File: config.mk
export PLATFORM = sky130hd
export DESIGN_NAME = dmem_arbiter
export DESIGN_NICKNAME = d
export VERILOG_FILES = /design/src/rtl/dmem_pkg.sv /design/src/rtl/starve_counter.sv /design/src/rtl/dmem_arbiter.sv
export SDC_FILE = /design/constraint.sdc
export NUM_CORES = 1
export LEC_CHECK = 0
export BUFFER_PORTS_ARGS = -buffer_cell sky130_fd_sc_hd__buf_4
export CELL_PAD_IN_SITES_DETAIL_PLACEMENT = 0
export CELL_PAD_IN_SITES_GLOBAL_PLACEMENT = 1
export CORE_ASPECT_RATIO = 2
export CORE_MARGIN = 8
export CORE_UTILIZATION = 21
export DETAILED_ROUTE_END_ITERATION = 16
export MAX_ROUTING_LAYER = met4
export PLACE_DENSITY = 0.85
export SLEW_MARGIN = 20
export SYNTH_ARGS = -nofsm -noshare
export SYNTH_HDL_FRONTEND = slang
export SYNTH_SLANG_ARGS = --single-unit
File: constraint.sdc
create_clock -name i_clk -period 3 [get_ports i_clk]
set_clock_uncertainty 0.15 [all_clocks]
set_input_delay 0.15 -clock i_clk [delete_from_list [all_inputs] [get_ports i_clk]]
set_output_delay 0.15 -clock i_clk [all_outputs]
set_load 0.02 [all_outputs]
File: src/rtl/dmem_pkg.sv
// rtl/dmem_pkg.sv - shared widths, range check and port-select encoding for the data-memory arbiter
package dmem_pkg;

    localparam int unsigned DATA_W    = 32;
    localparam int unsigned ADDR_W    = 32;
    localparam int unsigned MEM_WORDS = 64;

    localparam logic [ADDR_W-3:0] MEM_WORDS_IDX = MEM_WORDS[ADDR_W-3:0];

    typedef enum logic [1:0] {
        PORT_NONE = 2'd0,
        PORT_CPU  = 2'd1,
        PORT_DBG  = 2'd2
    } port_e;

    // Word index is the byte address with the two byte-lane bits dropped.
    function automatic logic addr_in_range(input logic [ADDR_W-1:0] addr);
        return addr[ADDR_W-1:2] < MEM_WORDS_IDX;
    endfunction

endpackage

File: src/rtl/starve_counter.sv
// rtl/starve_counter.sv - saturating wait counter with clear priority and at-limit flag
module starve_counter #(
    parameter int unsigned LIMIT = 4,
    parameter int unsigned WIDTH = 4
) (
    input  logic i_clk,
    input  logic i_rst_n,
    input  logic i_clr,
    input  logic i_inc,
    output logic o_at_limit
);

    localparam logic [WIDTH-1:0] LIMIT_W = LIMIT[WIDTH-1:0];

    logic [WIDTH-1:0] r_count;

    always_ff @(posedge i_clk or negedge i_rst_n) begin
        if (!i_rst_n) begin
            r_count <= '0;
        end else if (i_clr) begin
            r_count <= '0;
        end else if (i_inc && (r_count != LIMIT_W)) begin
            r_count <= r_count + 1'b1;
        end
    end

    assign o_at_limit = (r_count == LIMIT_W);

endmodule

File: src/rtl/dmem_arbiter.sv
// rtl/dmem_arbiter.sv - CPU/debug arbiter for the single-port data memory with starvation guard
module dmem_arbiter
    import dmem_pkg::*;
#(
    parameter int unsigned STARVE_LIMIT = 4
) (
    input  logic              i_clk,
    input  logic              i_rst_n,
    input  logic              i_cpu_req,
    input  logic              i_cpu_we,
    input  logic [ADDR_W-1:0] i_cpu_addr,
    input  logic [DATA_W-1:0] i_cpu_wdata,
    output logic [DATA_W-1:0] o_cpu_rdata,
    output logic              o_cpu_stall,
    input  logic              i_dbg_req,
    input  logic              i_dbg_we,
    input  logic [ADDR_W-1:0] i_dbg_addr,
    input  logic [DATA_W-1:0] i_dbg_wdata,
    output logic              o_dbg_gnt,
    output logic              o_dbg_rvalid,
    output logic [DATA_W-1:0] o_dbg_rdata,
    output logic              o_dbg_err,
    output logic              o_mem_write,
    output logic              o_mem_read,
    output logic [ADDR_W-1:0] o_mem_addr,
    output logic [DATA_W-1:0] o_mem_wdata,
    input  logic [DATA_W-1:0] i_mem_rdata
);

    logic  w_at_limit;
    logic  w_dbg_sel;
    logic  w_cpu_sel;
    logic  w_dbg_ok;
    logic  w_cpu_ok;
    port_e w_port;

    logic              r_dbg_rvalid;
    logic [DATA_W-1:0] r_dbg_rdata;
    logic              r_dbg_err;

    assign w_dbg_sel = i_dbg_req && (!i_cpu_req || w_at_limit);
    assign w_cpu_sel = i_cpu_req && !w_dbg_sel;
    assign w_dbg_ok  = addr_in_range(i_dbg_addr) && (i_dbg_addr[1:0] == 2'b00);
    assign w_cpu_ok  = addr_in_range(i_cpu_addr);
    assign w_port    = w_dbg_sel ? PORT_DBG : (w_cpu_sel ? PORT_CPU : PORT_NONE);

    starve_counter #(
        .LIMIT (STARVE_LIMIT),
        .WIDTH (4)
    ) u_starve (
        .i_clk      (i_clk),
        .i_rst_n    (i_rst_n),
        .i_clr      (w_dbg_sel || !i_dbg_req),
        .i_inc      (i_dbg_req && !w_dbg_sel),
        .o_at_limit (w_at_limit)
    );

    // Rejected DBG accesses still drive the address but never strobe the memory;
    // out-of-range CPU accesses only lose the write strobe.
    always_comb begin
        o_mem_write = 1'b0;
        o_mem_read  = 1'b0;
        o_mem_addr  = '0;
        o_mem_wdata = '0;
        case (w_port)
            PORT_DBG: begin
                o_mem_addr  = i_dbg_addr;
                o_mem_wdata = i_dbg_wdata;
                o_mem_write = i_dbg_we && w_dbg_ok;
                o_mem_read  = !i_dbg_we && w_dbg_ok;
            end
            PORT_CPU: begin
                o_mem_addr  = i_cpu_addr;
                o_mem_wdata = i_cpu_wdata;
                o_mem_write = i_cpu_we && w_cpu_ok;
                o_mem_read  = !i_cpu_we;
            end
            default: ;
        endcase
    end

    assign o_cpu_rdata = (w_cpu_sel && !i_cpu_we && w_cpu_ok) ? i_mem_rdata : '0;
    assign o_cpu_stall = i_cpu_req && w_dbg_sel;
    assign o_dbg_gnt   = w_dbg_sel;

    always_ff @(posedge i_clk or negedge i_rst_n) begin
        if (!i_rst_n) begin
            r_dbg_rvalid <= 1'b0;
            r_dbg_rdata  <= '0;
            r_dbg_err    <= 1'b0;
        end else begin
            r_dbg_rvalid <= w_dbg_sel && w_dbg_ok && !i_dbg_we;
            r_dbg_err    <= w_dbg_sel && !w_dbg_ok;
            if (w_dbg_sel && w_dbg_ok && !i_dbg_we) begin
                r_dbg_rdata <= i_mem_rdata;
            end
        end
    end

    assign o_dbg_rvalid = r_dbg_rvalid;
    assign o_dbg_rdata  = r_dbg_rdata;
    assign o_dbg_err    = r_dbg_err;

endmodule

Word level (Yosys, flattened, before mapping)
Index checks and enable logic that the tools add are counted.

cells by class
  $add $sub $neg = 1
  multiply operators = 0
  div/mod/pow operators = 0
  $lt $le $gt $ge = 2
  eq/ne operators = 4
  shift-type cells = 0
  multiplexer cells = 9
  bitwise gates (word level) = 0
  reductions and logical operators = 24

operators with widths
  operator                                                      number
  case mux 32 bit (2 select lines)                              2
  less-than comparator 30 x 7 -> 1 bit (second input constant)  2
  two-way mux 32 bit                                            1
  logical AND 1 bit                                             14
  two-way mux 4 bit                                             2
  logical NOT 1 bit                                             6
  adder 4 x 1 -> 4 bit (second input constant)                  1
  equality test 4 x 3 -> 1 bit (second input constant)          1
  != test 4 x 3 -> 1 bit (second input constant)                1
  case mux 1 bit (2 select lines)                               2
  equality test 2 x 1 -> 1 bit (second input constant)          1
  equality test 2 bit (second input constant)                   1
  logical NOT 2 bit                                             1
  logical OR 1 bit                                              2
  two-way mux 2 bit                                             1
  nonzero test 2 bit                                            1
  two-way mux 1 bit                                             1

word-level totals
  register bits after elaboration = 38
  latch bits = 0
  memory bits (writable) = 0
  memory bits (read-only) = 0
  output and inout bits = 134
  memories kept = 0

Depth between registers and ports, before layout
  depth in word-level cells = 9
  gate-level depth with buffers = 9
  gate-level depth less buffers = 7

Cells and area by module
A second synthesis with hierarchy kept.

second synthesis, totals
  cells, all modules = 242
  area, all modules = 2522.4 µm²

by module, submodules not included
  module          instances  cells an instance  area each (µm²)  seq. area each (µm²)
  dmem_arbiter    1          218                2288.4           850.8
  starve_counter  1          24                 234.0            100.1

Worst setup path after synthesis
OpenSTA, ideal clock, no wires.

  path type = flip-flop to flip-flop
  start point = register u_starve.r_count[0]
  end point = register r_dbg_rdata[14] (netlist: o_dbg_rdata[14])
  arrival time = 1.885 ns
  required time = 2.725 ns
  path slack = 0.841 ns
  cell stages (with the launch flop) = 8
  path through = dfrtp_1 inv_1 ha_1 nand3b_1 a21bo_2 nor4_4 buf_6 mux2_2

between the ends
  longest elaborated chain between the ends = 5

RTL lines
  element                         RTL line              text
  start, declared                 starve_counter.sv:15  logic [WIDTH-1:0] r_count;
  start signal, assigned          starve_counter.sv:23  r_count <= r_count + 1'b1;
  equality test 4 x 3 -> 1 bit    starve_counter.sv:27  assign o_at_limit = (r_count == LIMIT_W);
  logical OR 1 bit                dmem_arbiter.sv:41    assign w_dbg_sel = i_dbg_req && (!i_cpu_req || w_at_limit);
  logical AND 1 bit               dmem_arbiter.sv:41
  logical AND 1 bit (2 in a row)  dmem_arbiter.sv:94    if (w_dbg_sel && w_dbg_ok && !i_dbg_we) begin
  end signal, assigned            dmem_arbiter.sv:95    r_dbg_rdata <= i_mem_rdata;
  end, declared                   dmem_arbiter.sv:38    logic [DATA_W-1:0] r_dbg_rdata;

Every way passes these cells.
A chain may end at the register's enable or synchronous reset.

Worst setup path in the final report
  start point = register u_starve.r_count[0]
  end point = output o_cpu_rdata[16]

between the ends
  longest elaborated chain between the ends = 8

RTL lines
  element                         RTL line              text
  equality test 4 x 3 -> 1 bit    starve_counter.sv:27
  logical OR 1 bit                dmem_arbiter.sv:41
  logical AND 1 bit               dmem_arbiter.sv:41
  logical NOT 1 bit               dmem_arbiter.sv:42    assign w_cpu_sel = i_cpu_req && !w_dbg_sel;
  logical AND 1 bit               dmem_arbiter.sv:42
  logical AND 1 bit (2 in a row)  dmem_arbiter.sv:82    assign o_cpu_rdata = (w_cpu_sel && !i_cpu_we && w_cpu_ok) ? i_mem_rdata : '0;
  two-way mux 32 bit              dmem_arbiter.sv:82
  end, declared                   dmem_arbiter.sv:13    output logic [DATA_W-1:0] o_cpu_rdata,

Every way passes these cells.

==> impl_metrics.ini <==
[run_status]
status = finished, final reports clean

[clock_network]
cts_hold_repair.buffers = 33
clock_path_buffers = 2
insertion_delay_ps = 280
root_buffer = clkbuf_16
htree_levels = 2
cts.sinks = 38
cts_tree = built
cts_buffers = 5
clkSlewWorstSetupHoldPaths_ps = 60
ctsResizeCount = 0
post_cts_buffers = 0

[synthesis]
synth_area_um2 = 2720
ys_seq_area_share_pct = 34.9
synth_edf_count = 0
dominantRegCellSynth = dfrtp_1
yosysMostFrequentCell = nand2_1
synth.area.top_cells = dfrtp_1 35%, nand2_1 18%, mux2_2 12%
synthesis.nets = 533
synth.distinct_cells = 25
syn_avg_cell_area_um2 = 7.46
synth_area_leader_cell = dfrtp_1
synth_top_area_share_pct = 34.9
ys_async_sr_fraction_pct = 100
yosys-top-cells-count = 130 x nand2_1, 64 x o21ai_0, 38 x dfrtp_1, 33 x and2_1, 29 x mux2_2
ys_warn_count = 0
synth-seq-cells = 38
synthCells = 365

[worst_setup_path]
reg2reg_slack_ps = 790
critPathCaptureType = output pin
crit_arrival_ps = 2340
worstPathMaxFanout = 32
cp.required_ps = 2700
worstSetupPathType = flip-flop to output pin
critical_path.startpoint_type = flip-flop

[run]
maxCapViolations = 0

[drt]
drt_wl_total_um = 14100
drc = 0
ant_nets = 0
post_drt_wl_per_cell_um = 16.9
drt_iter0_drc = 120
num_vias = 3794
drt-pass1-iter-count = 4
via_per_inst = 4.54

[die]
die_x_um = 96.5
core_area_um2 = 12800
dieArea_um2 = 17100
start_util_pct = 21.2
num_rows = 59
ioPinCount = 300
fp.dieH_um = 177

[finish]
area_growth_pct = 107
antenna_cells = 0
drive_gt1_share_pct = 50.8
final_core_util_pct = 43.9
nets = 850

[global_route]
antenna_found_initial = 0
grt_max_degree = 68
grt_pass1_wl_um = 20600
grt_pass1_vias = 4028
grt.overflow.total = 0
grt_usage_pct = 15.8

[timing]
setup_viol = 0
drv_slew = 0
min_period_over_period_pct = 88.1
final.setup.tns_ps = 0
fin_crit_ps = 2640
worst_slew_pin_slew_ps = 693
clock.fmax_ghz = 0.378
rsz0062_at_grt = no
hold_viol = 0
relSlewSlack_pct = 53.8

[pwr]
power.leakage_nw = 2.97
vdd_drop_max_mv = 0.296
p_per_area_nw_per_um2 = 315

[placement]
place_congestion = 0.783
dp_hpwl_um = 11200
numPortBuffers = 299

[min_path]
min_path_type = input port to flip-flop
area by class of cell:
class	instances	area (µm²)
flip-flops and latches	38	951
multi-input cells	295	1640
well taps	152	190
repair buffers	338	2650
clock inverters	2	60.1
inverters	4	16.3
clock buffers	6	139
fillers	1275	7210
path summary, 6_finish.rpt:
| path | startpoint | endpoint | cells past startpoint |
|---|---|---|---|
| min in group asynchronous | i_rst_n | o_dbg_rdata[15] | 2 |
| worst max-delay path | u_starve.r_count[0] | o_cpu_rdata[16] | 9 |
| worst min-delay path | i_dbg_req | u_starve.r_count[1] | 3 |
| max in group asynchronous | i_rst_n | o_dbg_rdata[29] | 2 |
| worst min register to register | o_dbg_rdata[31] | o_dbg_rdata[31] | 1 |
| worst max register to register | u_starve.r_count[0] | o_dbg_rdata[25] | 7 |
registers in the layout, summed over array words and instances (netlist names):
name and flops:
o_dbg_rdata 32, u_starve.r_count 4, o_dbg_err 1, o_dbg_rvalid 1
worst max-delay path, cell delays in order (launching register included):
cell and delay, ps:
dfrtp_1 390, inv_1 60, ha_1 190, nand3b_1 110
a21bo_2 210, clkinv_2 140, nor4_4 280, buf_4 310
and2_1 200, buf_4 150
cells in the final DEF (no fill, tap or decap):
cell type	netlist	routed
clkinv_2	0	1
xnor2_1	1	1
nor2_1	7	7
nor4_1	13	13
buf_12	0	2
a21bo_2	1	1
bufinv_16	0	2
o21ai_0	64	64
ha_1	2	2
clkbuf_16	0	5
nor4_4	1	2
nand4_1	2	2
and2_1	33	33
nand3_1	3	3
mux2_2	29	29
o21bai_1	1	1
nand2_1	130	130
dfrtp_1	38	38
clkbuf_8	0	1
inv_1	4	3
buf_4	0	303
nand2b_1	1	1
a31o_2	1	1
mux2_1	3	3
xor2_1	1	1
nand3b_1	1	1
dlygate4sd3_1	0	33
metrics by stage:
step,worst slack (ps),std cells,power (W),hold slack (ps),instance area (µm²)
6_report,358,835,0.00177,57.3,5640
5_1_grt,227,835,0.00186,81.1,5640
4_1_cts,380,835,0.00180,56.4,5640
3_5_place_dp,652,794,0.00105,5.67,5110
3_3_place_gp,593,794,0.00105,3.23,5110
2_1_floorplan,841,365,0.000716,-296,2720
cells by family after synthesis:
group | count (synthesis) | synth area share, %
AO/OA/AOI/OAI | 67 | 12.7
buffers and inverters | 32 | 5.33
flip-flops | 38 | 34.9
adder cells (fa/ha/maj) | 2 | 0.919
multiplexers | 32 | 13.2
XOR/XNOR | 2 | 0.643
AND/OR/NAND/NOR | 192 | 32.2
where the power goes:
part           internal (W)  total, W  switching, W
Sequential         0.000515  0.000516    0.00000149
Clock              0.000499  0.000702      0.000203
Combinational      0.000286  0.000556      0.000270
layer usage:
metal | vias to the layer above | wire [µm] | GRT usage, %
met5 | - | 0 | -
met2 | 236 | 6620 | 26.0
met4 | 0 | 135 | 2.86
met3 | 10 | 1840 | 5.01
met1 | 1699 | 5500 | 18.3
li1 | 1849 | - | -
(Power assumes the default switching activity.)
